$ cat config.mk
export PLATFORM = sky130hd
export DESIGN_NAME = mcycle_unit
export DESIGN_NICKNAME = d
export VERILOG_FILES = /design/src/rtl/mcycle_unit.sv
export SDC_FILE = /design/constraint.sdc
export NUM_CORES = 1
export LEC_CHECK = 0
export ABC_AREA = 1
export ABC_CLOCK_PERIOD_IN_PS = 2400
export CORE_MARGIN = 4
export CORE_UTILIZATION = 26
export CTS_CLUSTER_DIAMETER = 80
export DETAILED_ROUTE_END_ITERATION = 12
export DONT_BUFFER_PORTS = 1
export MAX_ROUTING_LAYER = met4
export PLACE_DENSITY = 0.51
export SLEW_MARGIN = 20
export SYNTH_ARGS = -nofsm -noshare
export SYNTH_HDL_FRONTEND = slang
export SYNTH_SLANG_ARGS = --single-unit
$ cat constraint.sdc
create_clock -name CLK -period 2.4 [get_ports CLK]
set_clock_uncertainty 0.1 [all_clocks]
set_input_delay 0.48 -clock CLK [delete_from_list [all_inputs] [get_ports CLK]]
set_output_delay 0.48 -clock CLK [all_outputs]
set_load 0.005 [all_outputs]
$ cat src/rtl/mcycle_unit.sv
// Iterative shift-add multiplier / restoring divider that stalls the pipeline while it runs.
// Optional signed support: define MCYCLE_SIGNED_EN to add the IsSigned input.
module mcycle_unit #(
  parameter int WIDTH = 32
) (
  input  logic             CLK,
  input  logic             RESETn,
  input  logic             Start,
  input  logic             MCycleOp,
`ifdef MCYCLE_SIGNED_EN
  input  logic             IsSigned,
`endif
  input  logic [WIDTH-1:0] Operand1,
  input  logic [WIDTH-1:0] Operand2,
  output logic [WIDTH-1:0] Result1,
  output logic [WIDTH-1:0] Result2,
  output logic             Busy
);

  localparam int CW = $clog2(WIDTH) + 1;
  localparam logic [CW-1:0] LAST = CW'(WIDTH - 1);

  typedef enum logic [1:0] {
    IDLE,
    COMPUTE,
    DONE
  } state_e;

  state_e               state_q, state_d;
  logic [CW-1:0]        cnt_q, cnt_d;
  logic                 op_q, op_d;
  logic                 s1_q, s1_d;
  logic                 s2_q, s2_d;
  logic [WIDTH-1:0]     b_q, b_d;
  logic [2*WIDTH-1:0]   acc_q, acc_d;
  logic [WIDTH-1:0]     res1_q, res1_d;
  logic [WIDTH-1:0]     res2_q, res2_d;

  logic                 sgn;
  logic                 neg1, neg2;
  logic [WIDTH-1:0]     mag1, mag2;

`ifdef MCYCLE_SIGNED_EN
  assign sgn = IsSigned;
`else
  assign sgn = 1'b0;
`endif

  assign neg1 = sgn & Operand1[WIDTH-1];
  assign neg2 = sgn & Operand2[WIDTH-1];
  assign mag1 = neg1 ? -Operand1 : Operand1;
  assign mag2 = neg2 ? -Operand2 : Operand2;

  logic [WIDTH:0]       msum;
  logic [WIDTH:0]       dsh;
  logic [WIDTH:0]       ddiff;
  logic                 dge;
  logic [2*WIDTH-1:0]   step;
  logic [2*WIDTH-1:0]   fin_p;
  logic [WIDTH-1:0]     fq;
  logic [WIDTH-1:0]     fr;

  // acc holds {hi, lo}: product/multiplier for mul, remainder/quotient for div
  always_comb begin
    msum  = {1'b0, acc_q[2*WIDTH-1:WIDTH]}
          + (acc_q[0] ? {1'b0, b_q} : '0);
    dsh   = {acc_q[2*WIDTH-1:WIDTH], acc_q[WIDTH-1]};
    ddiff = dsh - {1'b0, b_q};
    dge   = (dsh >= {1'b0, b_q});
    if (op_q)
      step = {(dge ? ddiff[WIDTH-1:0] : dsh[WIDTH-1:0]),
              acc_q[WIDTH-2:0], dge};
    else
      step = {msum, acc_q[WIDTH-1:1]};
  end

  // Divide-by-zero keeps quotient all ones; remainder sign restores Operand1
  always_comb begin
    fin_p = (s1_q ^ s2_q) ? -step : step;
    fq    = step[WIDTH-1:0];
    if ((s1_q ^ s2_q) && (b_q != '0))
      fq = -fq;
    fr    = step[2*WIDTH-1:WIDTH];
    if (s1_q)
      fr = -fr;
  end

  always_comb begin
    state_d = state_q;
    cnt_d   = cnt_q;
    op_d    = op_q;
    s1_d    = s1_q;
    s2_d    = s2_q;
    b_d     = b_q;
    acc_d   = acc_q;
    res1_d  = res1_q;
    res2_d  = res2_q;
    unique case (state_q)
      IDLE: begin
        if (Start) begin
          state_d = COMPUTE;
          cnt_d   = '0;
          op_d    = MCycleOp;
          s1_d    = neg1;
          s2_d    = neg2;
          acc_d   = {{WIDTH{1'b0}}, (MCycleOp ? mag1 : mag2)};
          b_d     = MCycleOp ? mag2 : mag1;
        end
      end
      COMPUTE: begin
        acc_d = step;
        if (cnt_q == LAST) begin
          state_d = DONE;
          if (op_q) begin
            res1_d = fq;
            res2_d = fr;
          end else begin
            res1_d = fin_p[WIDTH-1:0];
            res2_d = fin_p[2*WIDTH-1:WIDTH];
          end
        end else begin
          cnt_d = cnt_q + 1'b1;
        end
      end
      DONE:    state_d = IDLE;
      default: state_d = IDLE;
    endcase
  end

  always_ff @(posedge CLK or negedge RESETn) begin
    if (!RESETn) begin
      state_q <= IDLE;
      cnt_q   <= '0;
      op_q    <= 1'b0;
      s1_q    <= 1'b0;
      s2_q    <= 1'b0;
      b_q     <= '0;
      acc_q   <= '0;
      res1_q  <= '0;
      res2_q  <= '0;
    end else begin
      state_q <= state_d;
      cnt_q   <= cnt_d;
      op_q    <= op_d;
      s1_q    <= s1_d;
      s2_q    <= s2_d;
      b_q     <= b_d;
      acc_q   <= acc_d;
      res1_q  <= res1_d;
      res2_q  <= res2_d;
    end
  end

  // Gated by RESETn so a held Start cannot stall the pipeline during reset
  assign Busy = RESETn &
                (((state_q == IDLE) & Start) | (state_q == COMPUTE));
  assign Result1 = res1_q;
  assign Result2 = res2_q;

endmodule

==> flow_metrics.env, run 1 <==
export IMPL_grt_pass1_wl_um=81000
export IMPL_rows=81
export IMPL_synth_top_cell_area_share=0.325
export IMPL_power_frac_seq=0.503
export IMPL_clkSinkCount=169
export IMPL_crit_path_start_kind="flop"
export IMPL_synth_fp_nets=2200
export IMPL_grt_total_usage=0.199
export IMPL_internal_power_mw=4.33
export IMPL_clock_fmax_mhz=386
export IMPL_slew_violations=0
export IMPL_r2r_cells=15
export IMPL_dr_pass1_iters=6
export IMPL_vdd_ir_drop_max_v=0.000496
export IMPL_diodes=0
export IMPL_yosysSeqAreaShare=0.325
export IMPL_drc=0
export IMPL_dieArea_sq_um=53600
export IMPL_fin_nets=2494
export IMPL_regArea_sq_um=4240
export IMPL_ys_seq_elements=169
export IMPL_place_inst=2970
export IMPL_cts_buffers_inserted=17
export IMPL_synth_area_leaders="dfrtp_1 33%, nand2_1 24%, inv_1 7.5%"
export IMPL_area_growth_pct=41.8
export IMPL_via_per_inst=4.71
export IMPL_power_frac_comb=0.012
export IMPL_multiInputGateArea_sq_um=9010
export IMPL_gp_congestion=0.952
export IMPL_setup_worst_path_end_class="flop"
export IMPL_syn_avg_cell_area_sq_um=6.29
export IMPL_antenna_found_initial=0
export IMPL_post_route_period_util=1.08
export IMPL_overflow=0
export IMPL_mostFrequentLayoutCells="769 x nand2_1, 329 x buf_4, 235 x inv_1"
export IMPL_die_h_um=232
export IMPL_clk_pin_slew_ns=0.07
export IMPL_path_max_fanout=23
export IMPL_setup_violations=53
export IMPL_first_iter_violations=969
export IMPL_core_area_sq_um=49200
export IMPL_syn_inst=2065
export IMPL_power_switching_mw=1.33
export IMPL_die_width_um=232
export IMPL_syn_area_sq_um=13000
export IMPL_drive_above_1_share=0.301
export IMPL_p_per_area_nw_per_um2=307
export IMPL_grt_max_degree=171
export IMPL_relSlewSlack=0.486
export IMPL_insertion_delay_ns=0.46
export IMPL_wl_per_cell_um=17.2
export IMPL_vias=14300
export IMPL_rsz0062_at_grt="yes"
export IMPL_dp_hpwl_um=40000
export IMPL_clk_path_buf_depth=2
export IMPL_synthDistinctLibCells=37
export IMPL_power_frac_clock=0.485
export IMPL_holdCritPathClass="in -> async"
export IMPL_fill_cells=5196
export IMPL_fin_ws_ns=-0.189
export IMPL_layout_cells_non_filler=3036
export IMPL_ant_nets=0
export IMPL_dpl_worst_slack_ns=-0.384
export IMPL_num_io_pins=133
export IMPL_maxCapViolations=0
export IMPL_crit_arrival_ns=2.84
export IMPL_critical_path_required_ns=2.65
export IMPL_whs_ns=-0.385
export IMPL_switching_share=0.235
export IMPL_synth_top_area_cell="dfrtp_1"
export IMPL_violations="hold timing, setup timing"
export IMPL_final_common_cell="nand2_1"
export IMPL_initial_core_util=0.264
export IMPL_cts_htree_levels=4
export IMPL_numPortBuffers=0
export IMPL_post_route_min_period_ns=2.59
export IMPL_wirelength_um=52200
export IMPL_worst_pin_slew_ns=0.771
export IMPL_status="complete, but fails checks"
export IMPL_ys_warn_count=0
export IMPL_cts_tree="yes"
export IMPL_hold_viol=169
export IMPL_grt_pass1_vias=14500
export IMPL_worstSetupPathType="reg -> reg"
export IMPL_leakage_nw=9.50
export IMPL_ctsRootBufferMaster="clkbuf_16"
## power by group through the flow
stage,combinational [mW],sequential [mW],clock (mW)
floorplan,0.0771,2.90,0
global placement,0.0637,2.90,0
detailed placement,0.0662,2.90,0
CTS,0.0666,2.85,2.84
global route,0.0803,2.84,2.94
finish,0.0661,2.85,2.74
## routing by layer
metal,track usage,wire [um],vias to the layer above
li1,-,-,7171
met1,0.262,24300,6744
met2,0.319,24300,329
met3,0.0289,2380,52
met4,0.0572,1190,0
met5,-,0,-
## cells by family after synthesis
| family | count (synthesis) | synth area share |
|---|---|---|
| AND/OR/NAND/NOR | 1201 | 0.383 |
| buffers and inverters | 341 | 0.102 |
| flip-flops | 169 | 0.325 |
| AO/OA/AOI/OAI | 272 | 0.114 |
| XOR/XNOR | 15 | 0.0101 |
| adder cells (fa/ha/maj) | 67 | 0.0657 |
## critical path, stage by stage (launching register included)
cell and delay, ns:
dfrtp_1 0.40, buf_12 0.17, buf_12 0.15, nand2_1 0.07, inv_1 0.07, ha_4 0.29
nand2_1 0.10, nor2_2 0.16, buf_4 0.13, nand2_1 0.08, nor2_2 0.18, nand2_2 0.11
nand3_1 0.10, nand3_1 0.15, nand3_1 0.14, nand2_1 0.06
## registers in the layout (all words and copies together), names as in the netlist
register  flops
Result1      32
Result2      32
acc_q        64
b_q          32
cnt_q         6
op_q          1
state_q       2
## worst paths after layout
kind                                 from           to  slack, ns
worst max-delay path             acc_q[0]    acc_q[62]      -0.19
worst min-delay path               RESETn   Result2[5]      -0.39
worst max register to register   acc_q[0]    acc_q[62]      -0.19
worst min register to register  acc_q[15]    acc_q[15]       0.38
max in group asynchronous          RESETn  Result2[26]       2.20
min in group CLK                 MCycleOp         op_q       0.07
## cell usage after synthesis, drive strengths merged
master / count
a21oi: 81
ha: 65
dfrtp: 169
xor2: 12
buf: 24
and2: 4
nor2: 112
or2: 4
o21ai: 147
nand3b: 7
nor3: 16
fa: 2
inv: 266
o21bai: 7
nand3: 163
a21boi: 1
clkbuf: 50
nand4: 38
a21o: 3
nand2: 854
nor4: 3
o211ai: 33
xnor2: 3
clkinv: 1
## final cells by class
cell class	instances	share of cell area
multi-input combinational	1556	0.489
sequential	169	0.230
timing repair buffer	348	0.151
inverter	267	0.0544
tap	664	0.0451
clock buffer	18	0.0238
clock inverter	14	0.00672
## through the flow
step,utilization,cell area (sq um),power (mW),TNS [ns]
after floorplan,-,13000,2.98,-0.0251
after global placement,0.325,16000,2.97,-11.18
after detailed placement,0.325,16000,2.97,-11.53
after CTS,0.359,17700,5.75,-2.96
after global routing,0.375,18400,5.87,-11.71
final,0.375,18400,5.66,-3.14
## timing repair
item | CTS | global route
setup endpoints to repair | 67 | 67
pin swaps | 40 | 37
gates cloned | 2 | 1
gates resized for setup | 193 | 170
hold endpoints to repair | 169 | 169
buffers inserted | 20 | 11
No activity file was read; power rests on OpenSTA's default activity.
==> run 2, diff against run 1 <==
ABC_AREA = 0   (was 1)
CELL_PAD_IN_SITES_DETAIL_PLACEMENT = 1   (was unset)
CELL_PAD_IN_SITES_GLOBAL_PLACEMENT = 1   (was unset)
PLACE_DENSITY = 0.6   (was 0.51)
==> flow_metrics.env, run 2 <==
export IMPL_die_h_um=219
export IMPL_critical_path_buf_inv_count=2
export IMPL_violations="hold timing, setup timing"
export IMPL_synth_compound_area_frac=0.214
export IMPL_relSlewSlack=0.561
export IMPL_crit_arrival_ns=3.62
export IMPL_setup_worst_path_end_class="flop"
export IMPL_cts_buffers_inserted=17
export IMPL_antenna_found_initial=0
export IMPL_place_inst=2113
export IMPL_synthMuxAreaShare=0.113
export IMPL_synthArstFlopShare=1.00
export IMPL_path_max_fanout=3
export IMPL_wirelength_um=46600
export IMPL_insertion_delay_ns=0.46
export IMPL_dieArea_sq_um=48000
export IMPL_synthDistinctLibCells=73
export IMPL_gp_congestion=0.911
export IMPL_grt_max_degree=171
export IMPL_core_area_sq_um=44100
export IMPL_largest_register_ffs=64
export IMPL_rsz0062_at_grt="yes"
export IMPL_clk_pin_slew_ns=0.07
export IMPL_via_per_inst=5.09
export IMPL_dr_pass1_iters=5
export IMPL_numPortBuffers=0
export IMPL_ctsRootBufferMaster="clkbuf_16"
export IMPL_drc=0
export IMPL_mostFrequentLayoutCells="289 x buf_4, 170 x nand2_1, 164 x dfrtp_1"
export IMPL_hold_viol=169
export IMPL_clk_path_buf_depth=2
export IMPL_first_iter_violations=522
export IMPL_overflow=0
export IMPL_diodes=0
export IMPL_worstSetupPathType="reg -> reg"
export IMPL_holdCritPathClass="in -> async"
export IMPL_synth_top_cells_by_count="190 x nand2_1, 169 x dfrtp_1, 123 x o21ai_0"
export IMPL_tns_ns=-49.15
export IMPL_crit_chain="and2_4 > ha_4 > fa_2 > a211oi_4 > o31ai_4 > and3_4 > o31a_1 > buf_4 > o21ai_4 > buf_6 > o21bai_1 > xnor2_1 > or3_1 > o211ai_1"
export IMPL_wl_per_cell_um=21.4
export IMPL_crit_family="compound AO/OA/AOI/OAI gates"
export IMPL_grt_pass1_vias=12000
export IMPL_initial_core_util=0.263
export IMPL_slowest_delay_ns=0.45
export IMPL_ys_flop_type="dfrtp_1"
export IMPL_yosysSeqAreaShare=0.365
export IMPL_clkSinkCount=169
export IMPL_grt_pass1_wl_um=71700
export IMPL_maxCapViolations=0
export IMPL_synth_xor_area_frac=0.0385
export IMPL_cts_tree="yes"
export IMPL_final_common_cell="buf_4"
export IMPL_fin_nets=1702
export IMPL_synth_top_cell_area_share=0.365
export IMPL_die_width_um=219
export IMPL_vias=11000
export IMPL_status="complete, but fails checks"
export IMPL_cts_htree_levels=4
export IMPL_layout_cells_non_filler=2171
export IMPL_critical_path_required_ns=2.66
export IMPL_post_route_min_period_ns=3.36
export IMPL_synth_simple_area_share=0.150
export IMPL_fin_ws_ns=-0.956
export IMPL_yosysMostFrequentCell="nand2_1"
export IMPL_slowest_stage="dfrtp_2"
export IMPL_dp_hpwl_um=34700
export IMPL_synthAdderAreaFrac=0.0736
export IMPL_num_io_pins=133
export IMPL_crit_path_start_kind="flop"
export IMPL_ant_nets=0
export IMPL_ys_warn_count=0
export IMPL_whs_ns=-0.373
export IMPL_clock_fmax_mhz=298
export IMPL_synth_top_family_by_area="compound AO/OA/AOI/OAI gates"
export IMPL_grt_total_usage=0.199
export IMPL_synth_top_area_cell="dfrtp_1"
export IMPL_synth_area_leaders="dfrtp_1 36%, mux2i_1 9.0%, ha_1 7.0%"
export IMPL_drive_above_1_share=0.357
export IMPL_syn_avg_cell_area_sq_um=8.85
export IMPL_post_route_period_util=1.40
export IMPL_worst_pin_slew_ns=0.642
export IMPL_setup_violations=66
export IMPL_syn_area_sq_um=11600
export IMPL_regMostFlops="acc_q"
export IMPL_syn_inst=1309
export IMPL_synth_edf_count=0
export IMPL_slew_violations=0
export IMPL_area_growth_pct=42.1
export IMPL_ys_seq_elements=169
export IMPL_rows=77
export IMPL_synth_fp_nets=1444
run 2: cell types whose count changed after synthesis, moves of 34 or more:
cell,change
and2_1,+37
inv_1,-210
mux2i_1,+104
nand2_1,-647
nand3_1,-143
nor2_1,-38
o221ai_1,+34
run 2: final timing paths:
path / startpoint / to / slack, ns / depth (start not counted)
hold reg to reg: Result1[25] / Result1[25] / 0.42 / 2
min in group CLK: MCycleOp / op_q / 0.08 / 2
hold / removal: RESETn / Result2[8] / -0.37 / 0
setup / recovery: acc_q[0] / acc_q[59] / -0.96 / 14
max in group asynchronous: RESETn / acc_q[0] / 2.08 / 0
setup reg to reg: acc_q[0] / acc_q[59] / -0.96 / 14
run 2: area by class of cell:
type | instances | area [sq um]
Fill cell | 5153 | 27700
Multi-Input combinational cell | 1010 | 8120
Sequential cell | 169 | 4240
Timing Repair Buffer | 319 | 2620
Tap cell | 592 | 741
Clock buffer | 19 | 443
Inverter | 50 | 188
Clock inverter | 12 | 116
run 2: per-stage QoR:
stage	hold slack (ns)	util	setup slack, ns	instance area [sq um]
finish	-0.373	0.373	-0.956	16500
global route	-0.393	0.373	-1.10	16500
CTS	-0.403	0.365	-1.01	16100
detailed placement	0.102	0.329	-1.15	14500
global placement	0.102	0.329	-1.06	14500
floorplan	0.0844	-	-0.646	11800
run 2: cell families (layout without fill, tap and decap cells):
group / count (synthesis) / after routing
simple gates: 385 / 385
compound gates: 379 / 379
flops: 169 / 169
buf+inv: 130 / 400
mux: 128 / 128
fa+ha+maj: 67 / 67
xor+xnor: 51 / 51
run 2: routing by layer:
metal	GRT usage	vias up	wire length [um]
met5	-	-	0
met4	0.0529	0	780
met3	0.0357	37	2150
met2	0.318	198	22200
met1	0.263	5577	21400
li1	-	5231	-
run 2: repair_timing:
| item | CTS | global route |
|---|---|---|
| pin swaps | 75 | 37 |
| endpoints found under the hold margin | 169 | 169 |
| setup endpoints to repair | 66 | 66 |
| resized for setup | 191 | 49 |
| gates cloned | 1 | 0 |
| setup buffers | 19 | 13 |
Power of run 2 is not shown: default switching activity piles up to over one toggle a cycle in this logic, so the estimate is an artifact.
